==> src/rtl/video_io_ctl.sv <==
// Purpose : CPU OUT-port decode for the display (border/mode512/scroll), palette strobe sequencer, frame interrupt.
// Latency : mode/scroll 1 cycle after io_wr; pal_we rises PAL_SETUP cycles after the cycle following io_wr; int_req 3 cycles after retrace rises.
// Backpressure: none on io_wr; one palette write queues in a pending slot while a strobe runs, later writes overwrite it and set pal_ovf.
//
// Ports:
//   clk_sys, reset_n            clock, async active-low reset
//   io_addr/io_data/io_wr       CPU OUT cycle (one-cycle strobe)
//   retrace                     display vsync, asynchronous
//   int_en, inta                CPU interrupt enable / acknowledge
//   border, mode512, scroll     registered display controls
//   pal_data, pal_we            palette write bus to the display (latches on pal_we rise)
//   pal_busy, pal_ovf           palette sequencer status
//   int_req                     frame interrupt request
module video_io_ctl #(
    parameter logic [7:0]  PORT_MODE   = 8'h02,
    parameter logic [7:0]  PORT_SCROLL = 8'h03,
    parameter logic [7:0]  PORT_PAL    = 8'h0C,
    parameter int unsigned PAL_SETUP   = 2,
    parameter int unsigned PAL_WIDTH   = 4,
    parameter int unsigned PAL_HOLD    = 2
) (
    input  logic       clk_sys,
    input  logic       reset_n,
    input  logic [7:0] io_addr,
    input  logic [7:0] io_data,
    input  logic       io_wr,
    input  logic       retrace,
    input  logic       int_en,
    input  logic       inta,
    output logic [3:0] border,
    output logic       mode512,
    output logic [7:0] scroll,
    output logic [7:0] pal_data,
    output logic       pal_we,
    output logic       pal_busy,
    output logic       pal_ovf,
    output logic       int_req
);

    localparam logic [1:0] ST_IDLE  = 2'd0;
    localparam logic [1:0] ST_SETUP = 2'd1;
    localparam logic [1:0] ST_PULSE = 2'd2;
    localparam logic [1:0] ST_HOLD  = 2'd3;

    localparam logic [3:0] SETUP_LD = 4'(PAL_SETUP - 1);
    localparam logic [3:0] WIDTH_LD = 4'(PAL_WIDTH - 1);
    localparam logic [3:0] HOLD_LD  = 4'(PAL_HOLD - 1);

    logic [3:0] border_q,   border_d;
    logic       mode512_q,  mode512_d;
    logic [7:0] scroll_q,   scroll_d;
    logic [1:0] state_q,    state_d;
    logic [3:0] cnt_q,      cnt_d;
    logic [7:0] pal_data_q, pal_data_d;
    logic       pal_we_q,   pal_we_d;
    logic       slot_full_q, slot_full_d;
    logic [7:0] slot_dat_q, slot_dat_d;
    logic       pal_ovf_q,  pal_ovf_d;
    logic       sync1_q,    sync1_d;
    logic       sync2_q,    sync2_d;
    logic       sync3_q,    sync3_d;
    logic       int_req_q,  int_req_d;

    logic wr_mode, wr_scroll, wr_pal, hold_done, retrace_rise;

    always_comb begin
        wr_mode   = io_wr && (io_addr == PORT_MODE);
        wr_scroll = io_wr && (io_addr == PORT_SCROLL);
        wr_pal    = io_wr && (io_addr == PORT_PAL);
        hold_done = (state_q == ST_HOLD) && (cnt_q == 4'd0);

        border_d    = border_q;
        mode512_d   = mode512_q;
        scroll_d    = scroll_q;
        state_d     = state_q;
        cnt_d       = cnt_q;
        pal_data_d  = pal_data_q;
        slot_full_d = slot_full_q;
        slot_dat_d  = slot_dat_q;
        pal_ovf_d   = pal_ovf_q;

        if (wr_mode) begin
            border_d  = io_data[3:0];
            mode512_d = io_data[4];
        end
        if (wr_scroll) begin
            scroll_d = io_data;
        end

        case (state_q)
            ST_IDLE: begin
                if (wr_pal) begin
                    pal_data_d = io_data;
                    cnt_d      = SETUP_LD;
                    state_d    = ST_SETUP;
                end
            end
            ST_SETUP: begin
                if (cnt_q == 4'd0) begin
                    cnt_d   = WIDTH_LD;
                    state_d = ST_PULSE;
                end else begin
                    cnt_d = cnt_q - 4'd1;
                end
            end
            ST_PULSE: begin
                if (cnt_q == 4'd0) begin
                    cnt_d   = HOLD_LD;
                    state_d = ST_HOLD;
                end else begin
                    cnt_d = cnt_q - 4'd1;
                end
            end
            ST_HOLD: begin
                if (cnt_q == 4'd0) begin
                    // Chain straight into the next strobe: queued data first,
                    // otherwise a write arriving in this very cycle.
                    if (slot_full_q) begin
                        pal_data_d  = slot_dat_q;
                        slot_full_d = 1'b0;
                        cnt_d       = SETUP_LD;
                        state_d     = ST_SETUP;
                    end else if (wr_pal) begin
                        pal_data_d = io_data;
                        cnt_d      = SETUP_LD;
                        state_d    = ST_SETUP;
                    end else begin
                        state_d = ST_IDLE;
                    end
                end else begin
                    cnt_d = cnt_q - 4'd1;
                end
            end
            default: state_d = ST_IDLE;
        endcase

        // Writes during a running sequence go to the slot. At the end of HOLD
        // with an empty slot the write was launched directly above; with a
        // full slot the old entry was just consumed, so no overflow.
        if (wr_pal && (state_q != ST_IDLE) && !(hold_done && !slot_full_q)) begin
            slot_dat_d  = io_data;
            slot_full_d = 1'b1;
            if (slot_full_q && !hold_done) begin
                pal_ovf_d = 1'b1;
            end
        end

        // Registered strobe: high in every cycle the FSM sits in PULSE.
        pal_we_d = (state_d == ST_PULSE);

        sync1_d      = retrace;
        sync2_d      = sync1_q;
        sync3_d      = sync2_q;
        retrace_rise = sync2_q & ~sync3_q;

        // Disable beats a new edge; a new edge beats acknowledge.
        int_req_d = int_req_q;
        if (!int_en) begin
            int_req_d = 1'b0;
        end else if (retrace_rise) begin
            int_req_d = 1'b1;
        end else if (inta) begin
            int_req_d = 1'b0;
        end
    end

    always_ff @(posedge clk_sys or negedge reset_n) begin
        if (!reset_n) begin
            border_q    <= 4'd0;
            mode512_q   <= 1'b0;
            scroll_q    <= 8'hFF;
            state_q     <= ST_IDLE;
            cnt_q       <= 4'd0;
            pal_data_q  <= 8'd0;
            pal_we_q    <= 1'b0;
            slot_full_q <= 1'b0;
            slot_dat_q  <= 8'd0;
            pal_ovf_q   <= 1'b0;
            sync1_q     <= 1'b0;
            sync2_q     <= 1'b0;
            sync3_q     <= 1'b0;
            int_req_q   <= 1'b0;
        end else begin
            border_q    <= border_d;
            mode512_q   <= mode512_d;
            scroll_q    <= scroll_d;
            state_q     <= state_d;
            cnt_q       <= cnt_d;
            pal_data_q  <= pal_data_d;
            pal_we_q    <= pal_we_d;
            slot_full_q <= slot_full_d;
            slot_dat_q  <= slot_dat_d;
            pal_ovf_q   <= pal_ovf_d;
            sync1_q     <= sync1_d;
            sync2_q     <= sync2_d;
            sync3_q     <= sync3_d;
            int_req_q   <= int_req_d;
        end
    end

    assign border   = border_q;
    assign mode512  = mode512_q;
    assign scroll   = scroll_q;
    assign pal_data = pal_data_q;
    assign pal_we   = pal_we_q;
    assign pal_busy = (state_q != ST_IDLE) | slot_full_q;
    assign pal_ovf  = pal_ovf_q;
    assign int_req  = int_req_q;

endmodule

==> config.mk <==
export PLATFORM = sky130hd
export DESIGN_NAME = video_io_ctl
export DESIGN_NICKNAME = d
export VERILOG_FILES = /design/src/rtl/video_io_ctl.sv
export SDC_FILE = /design/constraint.sdc
export NUM_CORES = 1
export LEC_CHECK = 0
export BUFFER_PORTS_ARGS = -buffer_cell sky130_fd_sc_hd__buf_2
export CAP_MARGIN = 5
export CORE_MARGIN = 4
export CORE_UTILIZATION = 30
export DETAILED_ROUTE_END_ITERATION = 16
export PLACE_DENSITY = 0.57
export SLEW_MARGIN = 20
export SYNTH_ARGS = -nofsm -noshare
export SYNTH_HDL_FRONTEND = slang
export SYNTH_SLANG_ARGS = --single-unit
==> constraint.sdc <==
create_clock -name clk_sys -period 3.6 [get_ports clk_sys]
set_clock_uncertainty 0.15 [all_clocks]
set_input_delay 1.08 -clock clk_sys [delete_from_list [all_inputs] [get_ports clk_sys]]
set_output_delay 1.08 -clock clk_sys [all_outputs]
set_load 0.05 [all_outputs]
# --- Word level (Yosys, flattened, before mapping) ---
# Index checks and enable logic that the tools add are counted.
totals:
  reg_bits: 42
  word_cells: 70
op_classes:
  mux: 23
  reduce_logical: 20
  eq_ne: 9
  bitwise_logic: 3
  n_addsub: 1
op_table:
  columns: ["cell", "count"]
  rows:
  - ["8-bit two-way mux", 3]
  - ["4-bit two-way mux", 5]
  - ["8-bit by 2-bit equality test with 1-bit output, second input constant", 2]
  - ["4-bit case mux with 4 select lines", 1]
  - ["8-bit case mux with 2 select lines", 1]
  - ["8-bit by 4-bit equality test with 1-bit output, second input constant", 1]
  - ["1-bit logical AND", 8]
  - ["1-bit two-way mux", 8]
  - ["2-bit two-way mux", 4]
  - ["2-bit case mux with 4 select lines", 1]
  - ["2-bit nonzero test", 4]
  - ["2-bit equality test, second input constant", 3]
  - ["2-bit AND reduction", 3]
  - ["4-bit logical NOT", 1]
  - ["4-bit by 1-bit subtractor with 4-bit output, second input constant", 1]
  - ["1-bit logical NOT", 3]
  - ["3-bit by 1-bit inequality test with 1-bit output, second input constant", 1]
  - ["2-bit by 1-bit equality test with 1-bit output, second input constant", 1]
  - ["2-bit logical NOT", 1]
  - ["2-bit by 1-bit inequality test with 1-bit output, second input constant", 1]
  - ["1-bit AND", 1]
  - ["1-bit inverter", 1]
  - ["1-bit OR", 1]

# --- Logic depth before layout (Yosys ltp) ---
# Gate-level depths: netlist of the first run.
depth:
  depth_word: 7
  depth_mapped: 7
  mapped_depth_nobuf: 6

# --- Least setup slack after synthesis of the first run ---
# Ideal clock, no wire load.
synth_timing:
  path_kind: "input to register"
  from: "input port io_addr[7]"
  to: "register scroll_q[0] (netlist: scroll[0])"
  path_slack_ns: 0.733
  cell_stages: 5
  arrival_time_ns: 2.635
  n_path_buf: 1
  setup_ns: 0.082
  path_cell_list: "or2_1 or3_4 or4b_4 buf_6 mux2_4"
synth_between:
  elab_chain_len: 2
synth_lines:
  columns: ["item", "line_no", "rtl"]
  rows:
  - ["from (decl)", "24", "input logic [7:0] io_addr,"]
  - ["8-bit by 2-bit equality test with 1-bit output", "68", "wr_scroll = io_wr && (io_addr == PORT_SCROLL);"]
  - ["1-bit logical AND", "68", null]
  - ["to (signal assigned)", "186", "scroll_q <= scroll_d;"]
  - ["to (decl)", "51", "logic [7:0] scroll_q, scroll_d;"]
# Every way passes these cells.
# A chain may end at the register's enable or synchronous reset.

# --- Worst setup path in the final report of the first run ---
layout_timing:
  from: "input port io_addr[7]"
  to: "register scroll_q[3] (netlist: scroll[3])"
# Same word-level chain as after synthesis.

==> results of run 1 <==
layer usage:
metal | global-route usage [%] | up-vias | share of wire (%)
li1 | - | 582 | -
met1 | 13.9 | 570 | 49
met2 | 16.6 | 32 | 44
met3 | 2.93 | 7 | 5.8
met4 | 3.82 | 0 | 1.5
met5 | 0 | - | 0
sequential cells by signal (all words and copies together) (netlist names), 2 cells and up:
register / cells
pal_data: 8
state_q: 2
scroll: 8
slot_dat_q: 8
cnt_q: 4
border: 4
layout make-up:
class	count	area, um2
clock buffer	7	86.3
timing repair buffer	49	265
fill	589	3710
tap	75	93.8
clock inverter	1	5.00
multi-input combinational	84	758
sequential	42	1060
inverter	4	15.0
power groups by stage:
stage	Combinational [mW]	Sequential [mW]	Clock, mW
after floorplan	0.217	0.617	0
after global placement	0.326	0.587	0
after detailed placement	0.327	0.585	0
after CTS	0.327	0.577	0.324
after global routing	0.356	0.587	0.347
final	0.327	0.576	0.312
final timing paths:
check                              endpoint  cells after the start        from  slack [ns]
worst min-delay path                sync2_q                      0     sync1_q        0.21
worst max-delay path              scroll[3]                      5  io_addr[7]        0.91
worst min register to register      sync2_q                      0     sync1_q        0.21
min in group asynchronous         border[2]                      1     reset_n        0.56
max in group asynchronous         scroll[5]                      2     reset_n        2.19
worst max register to register  pal_data[5]                      6    cnt_q[0]        1.03
stage by stage:
stage               power (mW)  utilization (%)  hold WS (ns)
CTS                       1.23             37.8         0.212
finish                    1.22             38.1         0.206
global placement         0.913             36.3         0.185
detailed placement       0.912             36.3         0.193
floorplan                0.834                -         0.181
global route              1.29             38.1         0.224
critical path, cell delays in order:
cell and delay [ns]:
buf_2 0.09, or2_1 0.23, or3_4 0.38, or4b_4 0.64
mux2_4 0.33
synth_stat cells (all sizes together):
master,number,area [um2]
a21o,1,7.51
a21oi,3,15.0
a22o,1,8.76
a31o,1,8.76
and2,2,12.5
buf,3,21.3
clkbuf,3,11.3
dfrtp,34,851
dfstp,8,210
ha,1,12.5
inv,4,15.0
mux2,37,447
nand2,5,18.8
nand2b,2,12.5
nand3,2,10.0
nand3b,1,7.51
nand4b,1,8.76
nand4bb,1,11.3
nor2,4,15.0
nor3,5,25.0
nor3b,1,7.51
nor4,2,18.8
o21ai,2,10.0
o22ai,1,6.26
o2bb2a,1,10.0
o2bb2ai,1,8.76
o31a,1,8.76
or2,2,12.5
or3,3,23.8
or3b,1,8.76
or4b,1,13.8
xnor2,1,8.76
logic make-up after synthesis:
group | Yosys count
mux | 37
compound gates | 12
xor+xnor | 1
buf+inv | 10
flops | 42
simple gates | 33
fa+ha+maj | 1
==> qor.yml, run 1 <==
status:
  status: "completed"
route:
  via_per_inst: 4.55
  dr.pass1.iters: 4
  drt_iter0_markers: 60
  totalWireLength_um: 3620
  wire_per_inst_um: 13.8
  drc: 0
  ant_nets: 0
  vias: 1191
final_layout:
  final_area_um2: 2280
  layout_common_cells: "46 x buf_2, 34 x dfrtp_1, 29 x mux2_2, 8 x mux2_4, 8 x dfstp_2"
  layout_commonest_cell: "buf_2"
  nets: 209
  diodes: 0
  drive_above_1_share_pct: 57.2
  instances_no_fill: 262
  syn_to_final_growth_pct: 22.4
worst_setup_path:
  arrival_ns: 2.76
  path_class: "in2reg"
  required_ns: 3.67
  worstPathMaxFanout: 8
  endpoint_kind: "flop"
  start_kind: "input pin"
synthesis:
  syn_area_um2: 1870
  synth-adder-area-share_pct: 0.670
  seq_area_frac_synth_pct: 56.8
  synthCells: 136
  yosys.area_share.simple_pct: 11.1
  syn-num-nets: 159
  synth.distinct_cells: 37
  ys_ff_latch: 42
  synth_compound_area_share_pct: 4.49
  synth_top_family_by_area: "multiplexers"
  ys_warn_count: 0
  synth_xor_area_share_pct: 0.469
  synthMuxAreaShare_pct: 23.9
  syn_area_per_cell_um2: 13.7
cts:
  cts_tree: "built"
  cts_buffers: 5
  clkSinkCount: 42
  clk_pin_slew_ns: 0.08
  cts_resized: 0
  root_buffer: "clkbuf_8"
  post-cts-setup-buffers: 0
  clock_latency_ns: 0.29
  cts_buffer_depth: 2
  hold_buffers: 0
  htreeDepth: 2
power_and_ir_drop:
  switching_power_uw: 408
  switching_share_pct: 33.5
  leakagePower_nw: 1.17
  pwr-share-comb_pct: 26.9
  powerDensity_nw_per_um2: 532
  p_int_uw: 808
  ir_worst_vdd_mv: 0.281
  power_frac_clock_pct: 25.7
  seq_power_share_pct: 47.4
min_path:
  holdCritPathClass: "reg2reg"
timing:
  slew_headroom_pct: 64.4
  finalHoldViolCount: 0
  min_period_over_period_pct: 74.7
  setup_ws_ns: 0.912
  min_period_ns: 2.69
  final-setup-viol-count: 0
  fmax_mhz: 372
  fin_setup_tns_ns: 0
  tightest_slew_ns: 0.533
  slew_viol_final: 0
  grt_setup_unrepaired: "no"
place:
  dp_slack_ns: 0.599
  hpwl_um: 2580
  dp.cells: 253
  place_congestion: 0.741
  dpl_cell_area_um2: 2170
  port_buffers: 46
die:
  die_h_um: 86.9
  ios: 47
  core_area_um2: 5990
  die-area_um2: 7550
  initial_core_util_pct: 31.2
  chipWidth_um: 86.9
  rows: 28
global_route:
  first_global_vias: 1281
  globalRouteOverflowTotal: 0
  grt_max_degree: 43
  grt_pass1_wl_um: 6130
  grt_antenna_before_repair: 0
  grt_usage_pct: 10.6
job:
  maxCapViolations: 0
(Power assumes the default switching activity.)
==> run 2, diff against run 1 <==
==> constraint.sdc (replaced) <==
create_clock -name clk_sys -period 2.7 [get_ports clk_sys]
set_clock_uncertainty 0.15 [all_clocks]
set_input_delay 0.81 -clock clk_sys [delete_from_list [all_inputs] [get_ports clk_sys]]
set_output_delay 0.81 -clock clk_sys [all_outputs]
set_load 0.05 [all_outputs]
==> run 2 against run 1 <==
Net effect:
- critical path depth unchanged
- total power grew 35%
- global-route usage up 0.20 points
- routed wire length up 3.8%
- largest cell class unchanged
- core utilization increased by 0.73 points
- critical endpoint is now scroll[5]
- count of clock-buffer cells in the layout is 1 lower
- worst hold slack better by 0.0019 ns
- clock power up 36%
- final area rose by 1.9%
- sequential share of layout area is 0.87 points lower
==> qor.yml, run 2 (same netlist as run 1, synthesis figures left out) <==
global_route:
  grt_use_met1_pct: 14.5  # +0.59 points
  first_global_vias: 1341  # +4.7%
  grt_usage_pct: 10.8  # +0.20 points
  use_met3_pct: 3.03  # +0.095 points
  grtUsageMet2_pct: 16.8  # +0.14 points
  grt_antenna_before_repair: 0  # unchanged
  grt.busiest_layer: "met2"
  grt_max_degree: 43  # unchanged
  globalRouteOverflowTotal: 0  # unchanged
  grt_pass1_wl_um: 6400  # +4.4%
final_layout:
  diodes: 0  # unchanged
  layout_common_cells: "46 x buf_2, 34 x dfrtp_1, 29 x mux2_2, 10 x buf_4"
  nets: 216  # +3.3%
  drive_above_1_share_pct: 59.3  # +2.1 points
  layout_commonest_cell: "buf_2"
  syn_to_final_growth_pct: 24.7
  instances_no_fill: 269  # +2.7%
  final_area_um2: 2330  # +1.9%
  n_fill_cell: 583  # -1.0%
die:
  rows: 28  # unchanged
  core_area_um2: 5990  # unchanged
  ios: 47  # unchanged
  initial_core_util_pct: 31.2  # unchanged
  die-area_um2: 7550  # unchanged
  die_h_um: 86.9  # unchanged
  chipWidth_um: 86.9  # unchanged
power_and_ir_drop:
  power_mw: 1.64  # +35%
  powerDensity_nw_per_um2: 704  # +32%
  switching_share_pct: 34.0  # +0.45 points
  p_int_mw: 1.08  # +34%
  ir_worst_vdd_mv: 0.327  # +16%
  seq_power_share_pct: 47.1  # -0.3 points
  leakagePower_nw: 1.20  # +2.6%
  pwr-share-comb_pct: 27.0  # about the same
  switching_power_uw: 557  # +37%
  power_frac_clock_pct: 25.9  # +0.2 points
worst_setup_path:
  endpoint_kind: "flop"
  start_kind: "input pin"
  required_ns: 2.77  # -0.90 ns
  worstPathMaxFanout: 8  # unchanged
  slowest_delay_ns: 0.64  # about the same
  arrival_ns: 2.48  # -0.28 ns
  path_buf_inv: 1  # unchanged
  critPathTopFamily: "simple AND/OR/NAND/NOR gates"
  path_class: "in2reg"
  critPathSlowestCell: "or4b_4"
  crit_path_cell_trace: "buf_2 > or2_1 > or3_4 > or4b_4 > mux2_4"
cts:
  hold_buffers: 0  # unchanged
  cts_tree: "built"
  cts_resized: 0  # unchanged
  clk_pin_slew_ns: 0.08  # about the same
  clock_latency_ns: 0.29  # about the same
  clkSinkCount: 42  # unchanged
  cts_buffer_depth: 2  # unchanged
  htreeDepth: 2  # unchanged
  root_buffer: "clkbuf_8"
  cts_buffers: 5  # unchanged
  post-cts-setup-buffers: 0  # unchanged
timing:
  slew_headroom_pct: 64.5  # +0.15 points
  tightest_slew_ns: 0.532  # -0.00106 ns
  slew_viol_final: 0  # unchanged
  finalHoldViolCount: 0  # unchanged
  final-setup-viol-count: 0  # unchanged
  grt_setup_unrepaired: "no"
  min_period_over_period_pct: 89.3
  min_period_ns: 2.41
  whs_ns: 0.208  # +0.00191 ns
  fin_setup_tns_ns: 0  # unchanged
  fmax_mhz: 415
route:
  totalWireLength_um: 3760  # +3.8%
  vias: 1255  # +5.4%
  drc: 0  # unchanged
  via_per_inst: 4.67  # +2.6%
  wire_per_inst_um: 14.0  # +1.1%
  drt_iter0_markers: 54  # -10%
  dr.pass1.iters: 4  # unchanged
  ant_nets: 0  # unchanged
place:
  place_congestion: 0.820  # +11%
  hpwl_um: 2730  # +6.1%
  port_buffers: 46  # unchanged
  dpl_cell_area_um2: 2230  # +2.8%
  dp.cells: 261  # +3.2%
status:
  status: "completed"
min_path:
  holdCritPathClass: "reg2reg"
job:
  maxCapViolations: 0  # unchanged
## run 2: metrics by stage
step                      worst slack, ns  utilization [%]
after floorplan                     0.103                -
after global placement           -0.00598             37.3
final                               0.290             38.9
after detailed placement          -0.0180             37.3
after CTS                           0.293             38.9
after global routing                0.245             38.9
## run 2: worst paths after layout
path | from | end | slack [ns] | cells past startpoint
min in group asynchronous | reset_n | pal_data[4] | 0.43 | 2
min | sync1_q | sync2_q | 0.21 | 0
min reg2reg | sync1_q | sync2_q | 0.21 | 0
max reg2reg | cnt_q[0] | slot_dat_q[2] | 0.35 | 7
max in group asynchronous | reset_n | scroll[5] | 1.59 | 2
max | io_addr[7] | scroll[5] | 0.29 | 5
## run 2: area by class of cell
cell class | count | area, um2 | area share (%)
clock buffer | 6 | 82.6 | 3.55
clock inverter | 2 | 12.5 | 0.537
inverter | 4 | 15.0 | 0.645
multi-input combinational | 84 | 758 | 32.6
sequential | 42 | 1060 | 45.6
tap | 75 | 93.8 | 4.03
timing repair buffer | 56 | 305 | 13.1
## run 2: per-layer routing
layer	vias to the layer above	wire (um)
met3	6	226
met1	622	1760
li1	596	-
met2	31	1720
met4	0	51
met5	-	0
## run 2: power by group through the flow
stage	Combinational [mW]	Sequential, mW	Clock (mW)
final	0.443	0.772	0.424
after global routing	0.496	0.788	0.469
after CTS	0.450	0.772	0.442
after detailed placement	0.449	0.784	0
after global placement	0.446	0.783	0
after floorplan	0.290	0.822	0
## run 2: worst register-to-register path: stages, from the launching register on
cell and delay (ns):
dfrtp_1 0.38, inv_1 0.09, ha_1 0.21, or3b_2 0.51, o31a_1 0.31, and2_1 0.16, buf_4 0.16, mux2_2 0.27
==> run 3, diff against run 2 <==
--- a/config.mk
+++ b/config.mk
@@ -8,9 +8,9 @@
 export BUFFER_PORTS_ARGS = -buffer_cell sky130_fd_sc_hd__buf_2
 export CAP_MARGIN = 5
 export CORE_MARGIN = 4
-export CORE_UTILIZATION = 30
+export CORE_UTILIZATION = 52
 export DETAILED_ROUTE_END_ITERATION = 16
-export PLACE_DENSITY = 0.57
+export PLACE_DENSITY = 0.85
 export SLEW_MARGIN = 20
 export SYNTH_ARGS = -nofsm -noshare
 export SYNTH_HDL_FRONTEND = slang
==> run 3 against run 2 <==
Net effect:
- first-iteration DRC count is 24% higher
- worst hold slack improved by 0.0082 ns
- sequential share of layout area up 1.0 points
- count of clock-buffer cells in the layout is 1 lower
- via count grew 2.2%
- critical path depth shrank 3
- clock power is 4% lower
- core utilization is 28 points higher
- flip-flop and latch count unchanged
- critical endpoint is now pal_busy
==> qor.yml, run 3 (same netlist as run 1, synthesis figures left out) <==
status:
  status: "completed"
place:
  port_buffers: 46  # unchanged
  dp.cells: 232  # -11%
  place_congestion: 0.835  # +1.9%
  hpwl_um: 2930  # +7.2%
route:
  drt_iter0_markers: 67  # +24%
  vias: 1283  # +2.2%
  wire_per_inst_um: 15.8  # +13%
  via_per_inst: 5.35  # +15%
  drc: 0  # unchanged
  ant_nets: 0  # unchanged
  totalWireLength_um: 3800  # +1.0%
  dr.pass1.iters: 5  # +1
final_layout:
  layout_common_cells: "46 x buf_2, 34 x dfrtp_1, 29 x mux2_2, 10 x buf_4"
  n_fill_cell: 243  # -58%
  diodes: 0  # unchanged
  layout_commonest_cell: "buf_2"
  drive_above_1_share_pct: 59.3  # unchanged
  syn_to_final_growth_pct: 22.1
  nets: 216  # unchanged
  instances_no_fill: 240  # -11%
power_and_ir_drop:
  switching_power_uw: 562  # +0.89%
  seq_power_share_pct: 47.2  # about the same
  powerDensity_nw_per_um2: 718  # +2.0%
  pwr-share-comb_pct: 27.9  # +0.9 points
  ir_worst_vdd_mv: 0.437  # +34%
  power_mw: 1.64  # -0.15%
  switching_share_pct: 34.3  # +0.35 points
  p_int_mw: 1.07  # -0.68%
  power_frac_clock_pct: 24.9  # -1.0 points
  leakagePower_nw: 1.19  # about the same
die:
  rows: 21  # -25%
  die-area_um2: 4610  # -39%
  chipWidth_um: 67.9  # -22%
  die_h_um: 67.9  # -22%
  ios: 47  # unchanged
  initial_core_util_pct: 55.1  # +24 points
  core_area_um2: 3390  # -43%
job:
  maxCapViolations: 0  # unchanged
min_path:
  holdCritStartpoint: "sync1_q"
  holdCritPathClass: "reg2reg"
worst_setup_path:
  arrival_ns: 1.46  # -1.02 ns
  r2r-start: "cnt_q[0]"
  startpoint: "state_q[1]"
  start_kind: "flop"
  rrSetupSlack_ns: 0.33  # -0.02 ns
  path_class: "reg2out"
  worstPathMaxFanout: 10  # +2
  endpoint_kind: "primary output"
  required_ns: 1.74  # -1.03 ns
timing:
  tightest_slew_ns: 0.597  # +0.0652 ns
  slew_headroom_pct: 60.2  # -4.3 points
  grt_setup_unrepaired: "no"
  min_period_over_period_pct: 89.7  # +0.49 points
  min_period_ns: 2.42  # +0.0131 ns
  slew_viol_final: 0  # unchanged
  whs_ns: 0.216  # +0.00822 ns
  finalHoldViolCount: 0  # unchanged
  final-setup-viol-count: 0  # unchanged
  fmax_mhz: 413  # -0.54%
cts:
  hold_buffers: 0  # unchanged
  clk_pin_slew_ns: 0.13  # +0.05 ns
  cts_buffer_depth: 2  # unchanged
  clock_latency_ns: 0.36  # +0.07 ns
  cts_resized: 0  # unchanged
  htreeDepth: 2  # unchanged
  root_buffer: "clkbuf_4"
  clkSinkCount: 42  # unchanged
  cts_tree: "built"
  post-cts-setup-buffers: 0  # unchanged
  cts_buffers: 5  # unchanged
global_route:
  first_global_vias: 1330  # -0.82%
  grt_max_degree: 30  # -30%
  grt_usage_pct: 18.3  # +7.6 points
  grt_antenna_before_repair: 0  # unchanged
  globalRouteOverflowTotal: 0  # unchanged
  grt_pass1_wl_um: 6110  # -4.5%
==> run 3: cell count changes in the layout (fill, tap and decap cells not counted) <==
| cell | delta |
|---|---|
| clkbuf_4 | +5 |
| clkinvlp_4 | -1 |
| inv_6 | +1 |
| clkbuf_8 | -6 |
| bufinv_16 | +1 |
==> run 3: cell type report <==
class	instances	area, um2	share of cell area, %
well taps	46	57.6	2.53
flip-flops and latches	42	1060	46.6
repair buffers	56	305	13.4
clock inverters	3	43.8	1.92
multi-input cells	84	758	33.3
clock buffers	5	37.5	1.65
inverters	4	15.0	0.659
==> run 3: worst paths after layout <==
| path | to | cells past startpoint |
|---|---|---|
| worst max-delay path | pal_busy | 2 |
| worst min-delay path | sync2_q | 0 |
| worst max register to register | slot_dat_q[7] | 7 |
| worst min register to register | sync2_q | 0 |
| max in group asynchronous | scroll[1] | 2 |
| min in group asynchronous | cnt_q[3] | 1 |
==> run 3: per-stage QoR <==
stage	area (um2)	utilization [%]	TNS (ns)	setup WS, ns
after floorplan	1870	-	0	0.103
after global placement	2200	64.8	0	0.0108
after detailed placement	2200	64.8	-0.218	-0.0343
after CTS	2280	67.2	0	0.262
after global routing	2280	67.2	0	0.217
final	2280	67.2	0	0.277
==> run 3: per-layer routing <==
| metal | vias to the layer above | track usage [%] | routed length [um] |
|---|---|---|---|
| met1 | 639 | 21.1 | 1480 |
| met2 | 41 | 31.0 | 2000 |
| met5 | - | 0 | 0 |
| li1 | 599 | - | - |
| met3 | 4 | 6.90 | 272 |
| met4 | 0 | 6.95 | 44 |
==> run 3: power groups by stage <==
| stage | logic [mW] | clock network [mW] | registers [mW] |
|---|---|---|---|
| 2_1_floorplan | 0.290 | 0 | 0.822 |
| 3_3_place_gp | 0.429 | 0 | 0.776 |
| 3_5_place_dp | 0.454 | 0 | 0.783 |
| 4_1_cts | 0.458 | 0.416 | 0.771 |
| 5_1_grt | 0.501 | 0.448 | 0.783 |
| 6_report | 0.457 | 0.407 | 0.773 |
==> run 3: critical path: stages, from the launching register on <==
cell and delay (ns):
dfrtp_1 0.50, or3_1 0.39, buf_2 0.22
